$ cat config.mk
export PLATFORM = sky130hd
export DESIGN_NAME = alu_arbiter
export DESIGN_NICKNAME = d
export VERILOG_FILES = /design/src/rtl/alu_arbiter.sv
export SDC_FILE = /design/constraint.sdc
export NUM_CORES = 1
export LEC_CHECK = 0
export BUFFER_PORTS_ARGS = -buffer_cell sky130_fd_sc_hd__clkbuf_2
export CAP_MARGIN = 5
export CORE_MARGIN = 3
export CORE_UTILIZATION = 30
export CTS_CLUSTER_DIAMETER = 50
export DETAILED_ROUTE_END_ITERATION = 8
export GPL_TIMING_DRIVEN = 0
export PLACE_DENSITY = 0.67
export SYNTH_ARGS = -nofsm -noshare
export SYNTH_HDL_FRONTEND = slang
export SYNTH_SLANG_ARGS = --single-unit
$ cat constraint.sdc
create_clock -name clk -period 5.2 [get_ports clk]
set_clock_uncertainty 0.15 [all_clocks]
set_input_delay 1.04 -clock clk [delete_from_list [all_inputs] [get_ports clk]]
set_output_delay 1.04 -clock clk [all_outputs]
set_load 0.02 [all_outputs]
$ cat src/rtl/alu_arbiter.sv
// Two-requester arbiter in front of a shared combinational MIPS ALU: issue, capture, respond.
// Optional saturating statistics counters are built when ALU_ARB_STATS_EN is defined.
module alu_arbiter #(
  parameter int PRIO_MODE = 0,
  parameter int STAT_W    = 16
) (
  input  logic              clk,
  input  logic              rst_n,
  input  logic              req0_valid,
  output logic              req0_ready,
  input  logic [31:0]       req0_instr,
  input  logic [31:0]       req0_a,
  input  logic [31:0]       req0_b,
  input  logic              req1_valid,
  output logic              req1_ready,
  input  logic [31:0]       req1_instr,
  input  logic [31:0]       req1_a,
  input  logic [31:0]       req1_b,
  output logic [31:0]       alu_instruction,
  output logic [31:0]       alu_regA,
  output logic [31:0]       alu_regB,
  input  logic [31:0]       alu_result,
  input  logic [2:0]        alu_flags,
  output logic              resp_valid,
  input  logic              resp_ready,
  output logic              resp_id,
  output logic [31:0]       resp_result,
  output logic [2:0]        resp_flags
`ifdef ALU_ARB_STATS_EN
  ,
  output logic [STAT_W-1:0] stat_ops0,
  output logic [STAT_W-1:0] stat_ops1,
  output logic [STAT_W-1:0] stat_ovf
`endif
);

  typedef enum logic [1:0] {IDLE, EXEC, RESP} state_t;

  state_t state;
  logic   last_grant;
  logic   gnt;
  logic   any_vld;
  logic   take;
  logic   resp_done;

  // gnt selects requester 1 when high; only meaningful while any_vld is set.
  always_comb begin
    any_vld = req0_valid | req1_valid;
    if (PRIO_MODE == 1)
      gnt = ~req0_valid;
    else if (req0_valid && req1_valid)
      gnt = ~last_grant;
    else
      gnt = ~req0_valid;
  end

  assign take       = rst_n && (state == IDLE) && any_vld;
  assign req0_ready = take && !gnt;
  assign req1_ready = take && gnt;
  assign resp_done  = (state == RESP) && resp_valid && resp_ready;

  always_ff @(posedge clk or negedge rst_n) begin
    if (!rst_n) begin
      state           <= IDLE;
      last_grant      <= 1'b1;
      alu_instruction <= '0;
      alu_regA        <= '0;
      alu_regB        <= '0;
      resp_valid      <= 1'b0;
      resp_id         <= 1'b0;
      resp_result     <= '0;
      resp_flags      <= '0;
    end else begin
      case (state)
        // Issue stage: register the granted operation onto the ALU inputs.
        IDLE: begin
          if (any_vld) begin
            alu_instruction <= gnt ? req1_instr : req0_instr;
            alu_regA        <= gnt ? req1_a     : req0_a;
            alu_regB        <= gnt ? req1_b     : req0_b;
            resp_id         <= gnt;
            last_grant      <= gnt;
            state           <= EXEC;
          end
        end
        // Capture stage: the ALU has had a full cycle on the registered operands.
        EXEC: begin
          resp_result <= alu_result;
          resp_flags  <= alu_flags;
          resp_valid  <= 1'b1;
          state       <= RESP;
        end
        RESP: begin
          if (resp_ready) begin
            resp_valid <= 1'b0;
            state      <= IDLE;
          end
        end
        default: state <= IDLE;
      endcase
    end
  end

`ifdef ALU_ARB_STATS_EN
  function automatic logic [STAT_W-1:0] sat_inc(input logic [STAT_W-1:0] v, input logic en);
    if (en && (v != {STAT_W{1'b1}}))
      return v + {{(STAT_W-1){1'b0}}, 1'b1};
    return v;
  endfunction

  always_ff @(posedge clk or negedge rst_n) begin
    if (!rst_n) begin
      stat_ops0 <= '0;
      stat_ops1 <= '0;
      stat_ovf  <= '0;
    end else if (resp_done) begin
      stat_ops0 <= sat_inc(stat_ops0, !resp_id);
      stat_ops1 <= sat_inc(stat_ops1, resp_id);
      stat_ovf  <= sat_inc(stat_ovf, resp_flags[0]);
    end
  end
`endif

endmodule

==> results of run 1 <==
-- critical path, stage by stage --
cell and delay, ns:
clkbuf_2 0.12, and2b_1 0.35, buf_2 0.30, nor2_1 0.35, and3_1 0.23, clkbuf_2 0.18
-- registers in the layout (all words and copies together), names as in the netlist --
name / cells
alu_instruction: 32
alu_regA: 32
alu_regB: 32
last_grant: 1
resp_flags: 3
resp_id: 1
resp_result: 32
resp_valid: 1
state: 2
-- through the flow --
step | hold WS, ns | cell area, um^2 | worst slack (ns)
3_5_place_dp | 0.3448 | 8816 | 1.442
3_3_place_gp | 0.3383 | 8780 | -0.3875
5_1_grt | 0.3778 | 9395 | 1.366
6_report | 0.3547 | 9395 | 1.434
2_1_floorplan | 0.3383 | 6609 | 2.118
4_1_cts | 0.3595 | 9395 | 1.440
-- area by class of cell --
cell class              count  area (um^2)
flip-flops and latches    136         3405
clock inverters            15        153.9
inverters                   2        7.507
clock buffers              17        425.4
well taps                 275        344.1
plain buffers              78        395.4
multi-input cells         343         2801
repair buffers            366         1863
fillers                  2083        11960
-- worst paths after layout --
| path | from | to | slack, ns | depth (start not counted) |
|---|---|---|---|---|
| setup / recovery | req1_valid | req0_ready | 1.43 | 6 |
| hold / removal | resp_result[0] | resp_result[0] | 0.35 | 1 |
| setup reg to reg | last_grant | alu_regA[5] | 3.18 | 5 |
| hold reg to reg | resp_result[0] | resp_result[0] | 0.35 | 1 |
| max in group asynchronous | rst_n | alu_regB[26] | 3.66 | 2 |
| min in group asynchronous | rst_n | alu_regA[25] | 0.45 | 1 |
-- power groups by stage --
stage,logic [W],registers (W),clock network (W)
2_1_floorplan,0.00151,0.00255,0
3_3_place_gp,0.00320,0.00194,0
3_5_place_dp,0.00323,0.00195,0
4_1_cts,0.00324,0.00194,0.00124
5_1_grt,0.00344,0.00201,0.00129
6_report,0.00321,0.00194,0.00121
-- cells by family (layout without fill, tap and decap cells) --
group,Yosys count,count (layout),share of synthesized area [%]
buffers and inverters,80,478,6.096
multiplexers,35,35,5.964
AO/OA/AOI/OAI,294,294,35.06
flip-flops,136,136,51.51
AND/OR/NAND/NOR,14,14,1.363
-- Yosys cell counts, types with 2 or more instances --
cell type and number:
dfrtp_1 135, o21ai_0 91, a2bb2oi_1 86, a311oi_1 86
clkbuf_1 39, mux2_2 35, buf_2 22, buf_4 12
a2bb2oi_2 10, a311oi_2 10, a21oi_1 6, o21ai_1 5
buf_6 4, nor2_1 2, or2_2 2
-- layer usage --
metal	global-route usage (%)	wire length (um)	share of wire, %
met1	24.42	9850	40
met4	6.392	652	2.6
met2	34.07	12260	49
met5	0	0	0
met3	5.540	2016	8.1
==> results.json, run 1 <==
{
  "status": "complete, no violations",
  "dr_total_vias": 6598,
  "path_clk_slew_ns": 0.06,
  "place_congestion": 0.9279,
  "ir_drop_mv": 0.2744,
  "clock-sinks": 136,
  "drtAntennaViolNets": 0,
  "synth_area_per_cell_um2": 11.82,
  "fp.dieArea_um2": 23850,
  "final_util_pct": 44.00,
  "antenna_found_initial": 0,
  "drt-initial-drc-count": 383,
  "ys_seq_area_share_pct": 51.51,
  "combPwrFrac_pct": 50.4,
  "final_cells": 1232,
  "synth_top_area_share_pct": 51.12,
  "cts_tree": "yes",
  "grt_pass1_vias": 6658,
  "area_growth_pct": 42.16,
  "switching_share_pct": 42.48,
  "dr.pass1.iters": 5,
  "crit_fanout": 10,
  "grt_max_degree": 72,
  "report.power.total_w": 0.006361,
  "io_buffers": 365,
  "core_um2": 21350,
  "diodes": 0,
  "via_per_inst": 5.356,
  "max_freq_mhz": 265.6,
  "dp_cells": 1200,
  "arrival_ns": 2.58,
  "wl_mm": 24.78,
  "wire_per_inst_um": 20.12,
  "start_util_pct": 30.95,
  "drive_gt1_share_pct": 51.93,
  "cp.required_ns": 4.01,
  "hold_buffers": 0,
  "setup.worst_path.class": "primary input to primary output",
  "synth_cells": 559,
  "setup_violations": 0,
  "rows": 53,
  "pin_count": 367,
  "final.setup.tns_ns": 0,
  "period_minus_slack_ns": 3.766,
  "layout_commonest_cell": "clkbuf_2",
  "dp_hpwl_mm": 18.58,
  "cts_buffers": 17,
  "ys_seq_elements": 136,
  "leakage_nw": 4.279,
  "synth_ff_type": "dfrtp_1",
  "min_period_over_period_pct": 72.42,
  "grt_overflow": 0,
  "drv_slew": 0,
  "rsz0062_at_grt": "false",
  "layout_common_cells": "364 x clkbuf_2, 135 x dfrtp_1, 91 x o21ai_0, 86 x a311oi_1, 86 x a2bb2oi_1",
  "postSynth.asyncResetShare_pct": 100.0,
  "hold_viol": 0,
  "globalRouteTotalUtil_pct": 19.94,
  "syn-cell-area_um2": 6609,
  "synth_edf_count": 0,
  "cts_buffer_depth": 2,
  "mappedNetlistNets": 791,
  "synth_area_leaders": "dfrtp_1 51%, a2bb2oi_1 11%, a311oi_1 11%, o21ai_0 6.9%, mux2_2 6.0%",
  "crit_path_end_kind": "primary output",
  "remaining_drc_errors": 0,
  "hold_class": "flip-flop to flip-flop",
  "slew_headroom_pct": 59.91,
  "synth_top_cell_by_area": "dfrtp_1",
  "nets": 1176,
  "ctsResizeCount": 0,
  "p_sw_w": 0.002702,
  "synth.distinct_cells": 29,
  "die_h_um": 154.4,
  "clock_latency_ns": 0.41,
  "seq_power_share_pct": 30.5,
  "yosys_warnings": 0,
  "maxCapViolations": 0,
  "p_clk_share_pct": 19.1,
  "power_density_nw_per_um2": 677.0,
  "cts_max_level": 4,
  "cts-root-buf": "clkbuf_16",
  "grt_pass1_wl_mm": 37.45,
  "post_cts_buffers": 0,
  "die_w_um": 154.4,
  "p_int_w": 0.003659,
  "start_kind": "primary input",
  "tightest_slew_ns": 0.6013
}
Note: power is estimated with default switching activity, not from simulation.
==> run 2, diff against run 1 <==
--- a/config.mk
+++ b/config.mk
@@ -12,7 +12,7 @@
 export CTS_CLUSTER_DIAMETER = 50
 export DETAILED_ROUTE_END_ITERATION = 8
 export GPL_TIMING_DRIVEN = 0
-export PLACE_DENSITY = 0.67
+export PLACE_DENSITY = 0.69
 export SYNTH_ARGS = -nofsm -noshare
 export SYNTH_HDL_FRONTEND = slang
 export SYNTH_SLANG_ARGS = --single-unit
==> constraint.sdc (replaced) <==
create_clock -name clk -period 3.1 [get_ports clk]
set_clock_uncertainty 0.15 [all_clocks]
set_input_delay 0.62 -clock clk [delete_from_list [all_inputs] [get_ports clk]]
set_output_delay 0.62 -clock clk [all_outputs]
set_load 0.02 [all_outputs]
==> results.json, run 2 (synthesized netlist as in run 1, its figures left out) <==
{
  "setup.worst_path.class": "flip-flop to primary output",
  "post_cts_buffers": 0,
  "die_w_um": 154.4,
  "area_growth_pct": 42.41,
  "arrival_ns": 2.10,
  "crit_path_end_kind": "primary output",
  "grt_max_degree": 79,
  "grt_pass1_vias": 6749,
  "critPathLaunch": "last_grant",
  "drive_gt1_share_pct": 52.04,
  "power_density_nw_per_um2": 1138,
  "hold_class": "primary input to asynchronous set/reset pin",
  "nFillCells": 2059,
  "setup_violations": 0,
  "nets": 1176,
  "core_um2": 21350,
  "dp_hpwl_mm": 18.90,
  "dr_total_vias": 6542,
  "hold_viol": 0,
  "ctsResizeCount": 0,
  "tightest_slew_ns": 0.5471,
  "die_h_um": 154.4,
  "clock-sinks": 136,
  "cts-root-buf": "clkbuf_16",
  "antenna_found_initial": 0,
  "slew_headroom_pct": 63.53,
  "layout_commonest_cell": "clkbuf_2",
  "leakage_nw": 4.294,
  "io_buffers": 365,
  "drt-initial-drc-count": 348,
  "wl_mm": 24.94,
  "cts_buffer_depth": 2,
  "period_minus_slack_ns": 2.871,
  "start_util_pct": 30.95,
  "grt_pass1_wl_mm": 38.12,
  "hold_buffers": 0,
  "status": "complete, no violations",
  "rsz0062_at_grt": "false",
  "min_period_over_period_pct": 92.62,
  "fp.dieArea_um2": 23850,
  "worstReg2RegStart": "last_grant",
  "diodes": 0,
  "dr.pass1.iters": 4,
  "layout_common_cells": "364 x clkbuf_2, 135 x dfrtp_1, 91 x o21ai_0, 86 x a311oi_1, 86 x a2bb2oi_1",
  "crit_fanout": 10,
  "dp_cells": 1200,
  "path_clk_slew_ns": 0.07,
  "report.power.total_w": 0.01071,
  "wire_per_inst_um": 20.24,
  "rows": 53,
  "cts_buffers": 17,
  "maxCapViolations": 0,
  "start_kind": "flip-flop",
  "worst_slack_ns": 0.2287,
  "ir_drop_mv": 0.4500,
  "via_per_inst": 5.310,
  "remaining_drc_errors": 0,
  "grt_overflow": 0,
  "globalRouteTotalUtil_pct": 20.26,
  "place_congestion": 0.8852,
  "cts_tree": "yes",
  "drv_slew": 0,
  "clock_latency_ns": 0.41,
  "max_freq_mhz": 348.3,
  "dp_slack_ns": 0.2728,
  "cp.required_ns": 2.33,
  "final_cells": 1232,
  "pin_count": 367,
  "drtAntennaViolNets": 0,
  "cts_max_level": 4
}
## run 2: cell types whose count changed in the layout (fill, tap and decap cells not counted)
cell / before / now
clkinv_4: 1 / 4
inv_6: 7 / 4
clkinv_2: 1 / 3
clkinvlp_4: 2 / 0
bufinv_16: 1 / 2
inv_8: 3 / 2
nor2_1: 2 / 1
nor2_2: 1 / 2
## run 2: final cells by class
| type | instances | area, um^2 | share of cell area [%] |
|---|---|---|---|
| well taps | 275 | 344.1 | 3.656 |
| plain buffers | 78 | 395.4 | 4.201 |
| clock buffers | 17 | 425.4 | 4.520 |
| clock inverters | 15 | 167.7 | 1.781 |
| inverters | 2 | 7.507 | 0.07977 |
| repair buffers | 366 | 1863 | 19.80 |
| multi-input cells | 343 | 2804 | 29.79 |
| flip-flops and latches | 136 | 3405 | 36.17 |
## run 2: metal layers
metal  global-route usage (%)  wire, um  up-vias
met5                        0         0        -
met4                    5.803       480        0
met3                    5.316      1987       31
met2                    34.44     12270      317
met1                    25.47     10200     3173
li1                         -         -     3021
## run 2: final timing paths
check / endpoint / cells after the start / slack, ns
max: req0_ready / 5 / 0.23
min: alu_regA[26] / 1 / 0.03
min reg2reg: resp_result[19] / 1 / 0.36
min in group clk: resp_result[3] / 2 / 0.29
max reg2reg: alu_regA[5] / 6 / 1.01
max in group asynchronous: resp_result[28] / 2 / 1.99
## run 2: critical path, cell delays in order (launching register included)
cell and delay [ns]:
dfstp_2 0.53, and2b_1 0.31, buf_2 0.26, nor2_2 0.21, and3_1 0.20, clkbuf_2 0.18
## run 2: power breakdown
| part | leakage [nW] | total (W) | internal (W) | switching [W] |
|---|---|---|---|---|
| sequential | 1.54 | 0.00323 | 0.00270 | 0.000535 |
| combinational | 2.46 | 0.00540 | 0.00230 | 0.00309 |
| clock | 0.296 | 0.00208 | 0.00121 | 0.000870 |
## run 2: per-stage QoR
step	setup TNS, ns	cell area, um^2	hold WS, ns	utilization, %
after floorplan	0	6609	0.1744	-
final	0	9412	0.02736	44.08
after global placement	-165.91	8780	0.3380	41.12
after CTS	0	9409	0.04021	44.06
after global routing	0	9412	0.04923	44.08
after detailed placement	0	8816	0.3450	41.29
==> run 3, diff against run 2 <==
--- a/config.mk
+++ b/config.mk
@@ -13,6 +13,7 @@
 export DETAILED_ROUTE_END_ITERATION = 8
 export GPL_TIMING_DRIVEN = 0
 export PLACE_DENSITY = 0.69
+export REMOVE_ABC_BUFFERS = 1
 export SYNTH_ARGS = -nofsm -noshare
 export SYNTH_HDL_FRONTEND = slang
 export SYNTH_SLANG_ARGS = --single-unit
==> results.json, run 3 (synthesized netlist as in run 1, its figures left out) <==
{
  "status": "complete, no violations",
  "grt_overflow": 0,
  "setup.worst_path.class": "flip-flop to primary output",
  "worstReg2RegStart": "state[1]",
  "final.setup.tns_ns": 0,
  "clock-sinks": 136,
  "dr.pass1.iters": 5,
  "cts_max_level": 4,
  "wire_per_inst_um": 20.50,
  "remaining_drc_errors": 0,
  "layout_commonest_cell": "clkbuf_2",
  "timing.rr.end": "alu_regB[9]",
  "worst_slack_ns": 0.1187,
  "arrival_ns": 2.21,
  "path_clk_slew_ns": 0.06,
  "drt-initial-drc-count": 443,
  "cts_buffer_depth": 2,
  "period_minus_slack_ns": 2.981,
  "dp_hpwl_mm": 15.79,
  "slew_headroom_pct": 54.15,
  "start_kind": "flip-flop",
  "io_buffers": 366,
  "grt_pass1_wl_mm": 37.25,
  "clock_latency_ns": 0.41,
  "min_period_over_period_pct": 96.17,
  "rows": 53,
  "diodes": 0,
  "leakage_nw": 4.221,
  "globalRouteTotalUtil_pct": 19.39,
  "crit_path_end_kind": "primary output",
  "layout_common_cells": "364 x clkbuf_2, 134 x dfrtp_1, 91 x o21ai_0, 86 x a311oi_1, 86 x a2bb2oi_1",
  "via_per_inst": 5.478,
  "drv_slew": 0,
  "hold_class": "primary input to asynchronous set/reset pin",
  "place_congestion": 0.7643,
  "maxCapViolations": 0,
  "die_w_um": 154.4,
  "core_um2": 21350,
  "drive_gt1_share_pct": 53.57,
  "dp_cells": 1134,
  "pin_count": 367,
  "antenna_found_initial": 0,
  "ir_drop_mv": 0.6652,
  "setup_violations": 0,
  "reg2reg_depth": 7,
  "cts_buffers": 17,
  "ff2ff_setup_slack_ns": 0.90,
  "area_growth_pct": 41.80,
  "max_freq_mhz": 335.4,
  "hold_viol": 0,
  "crit_fanout": 61,
  "wl_mm": 24.01,
  "grt_pass1_vias": 6790,
  "cts_tree": "yes",
  "nets": 1115,
  "dp_slack_ns": -0.5260,
  "power_density_nw_per_um2": 1144,
  "placed_cell_area_um2": 8713,
  "cp.required_ns": 2.33,
  "fp.dieArea_um2": 23850,
  "stdcell_area_um2": 9371,
  "start_util_pct": 30.95,
  "grt_max_degree": 98,
  "dr_total_vias": 6415,
  "die_h_um": 154.4,
  "cts-root-buf": "clkbuf_16",
  "final_cells": 1171,
  "drtAntennaViolNets": 0,
  "hold_buffers": 0,
  "tightest_slew_ns": 0.6877
}
[run 3: changes by cell type in the layout (fill, tap and decap cells not counted), sizes merged]
cell and delta:
bufbuf +1, clkinv -4, inv -3, buf -25
or2 +1, clkinvlp +4, clkbuf -35
[run 3: report_power, final]
part / leakage (nW) / internal (W) / switching [W]
sequential: 1.54 / 0.00270 / 0.000528
combinational: 2.40 / 0.00234 / 0.00307
clock: 0.280 / 0.00124 / 0.000837
[run 3: area by class of cell]
type	instances	area (um^2)
timing repair buffer	382	2177
multi-input combinational	344	2833
clock buffer	20	456.7
clock inverter	12	142.6
fill	2054	11980
tap	275	344.1
sequential	136	3406
inverter	2	12.51
[run 3: stage by stage]
step                      power, W  utilization [%]  hold slack, ns
after floorplan           0.006680                -          0.1744
after global placement    0.008309            39.29          0.3410
after detailed placement  0.008558            40.81          0.3446
after CTS                  0.01080            43.84         0.03352
after global routing       0.01133            43.89         0.05309
final                      0.01072            43.89         0.03449
[run 3: worst max-delay path, stage by stage (launching register included)]
cell and delay [ns]:
dfrtp_2 0.47, or2_4 0.29, buf_16 0.20, nor2_4 0.19, buf_12 0.21, and3_1 0.18
clkbuf_2 0.17
[run 3: timing repair]
action | 4_1_cts | 5_1_grt
cloned | 2 | 0
setup buffers | 3 | 1
pin swaps | 3 | 1
setup endpoints to repair | 2 | 2
gates resized for setup | 2 | 1
[run 3: worst max-delay path by stage]
stage               slack [ns]          to  startpoint  depth (start not counted)
floorplan                -2.19  req1_ready    state[0]                          3
global placement         -5.86  req1_ready  req0_valid                          5
detailed placement       -0.53  req1_ready  req0_valid                          9
CTS                       0.02  req1_ready    state[1]                          6
global route            -0.002  req0_ready    state[0]                          6
finish                    0.12  req0_ready    state[1]                          6
[run 3: metal layers]
metal,GRT usage [%],vias up,routed length [um]
met4,6.686,0,510
met2,31.63,337,11490
li1,-,2902,-
met1,24.16,3139,9796
met3,6.491,37,2205
met5,0,-,0
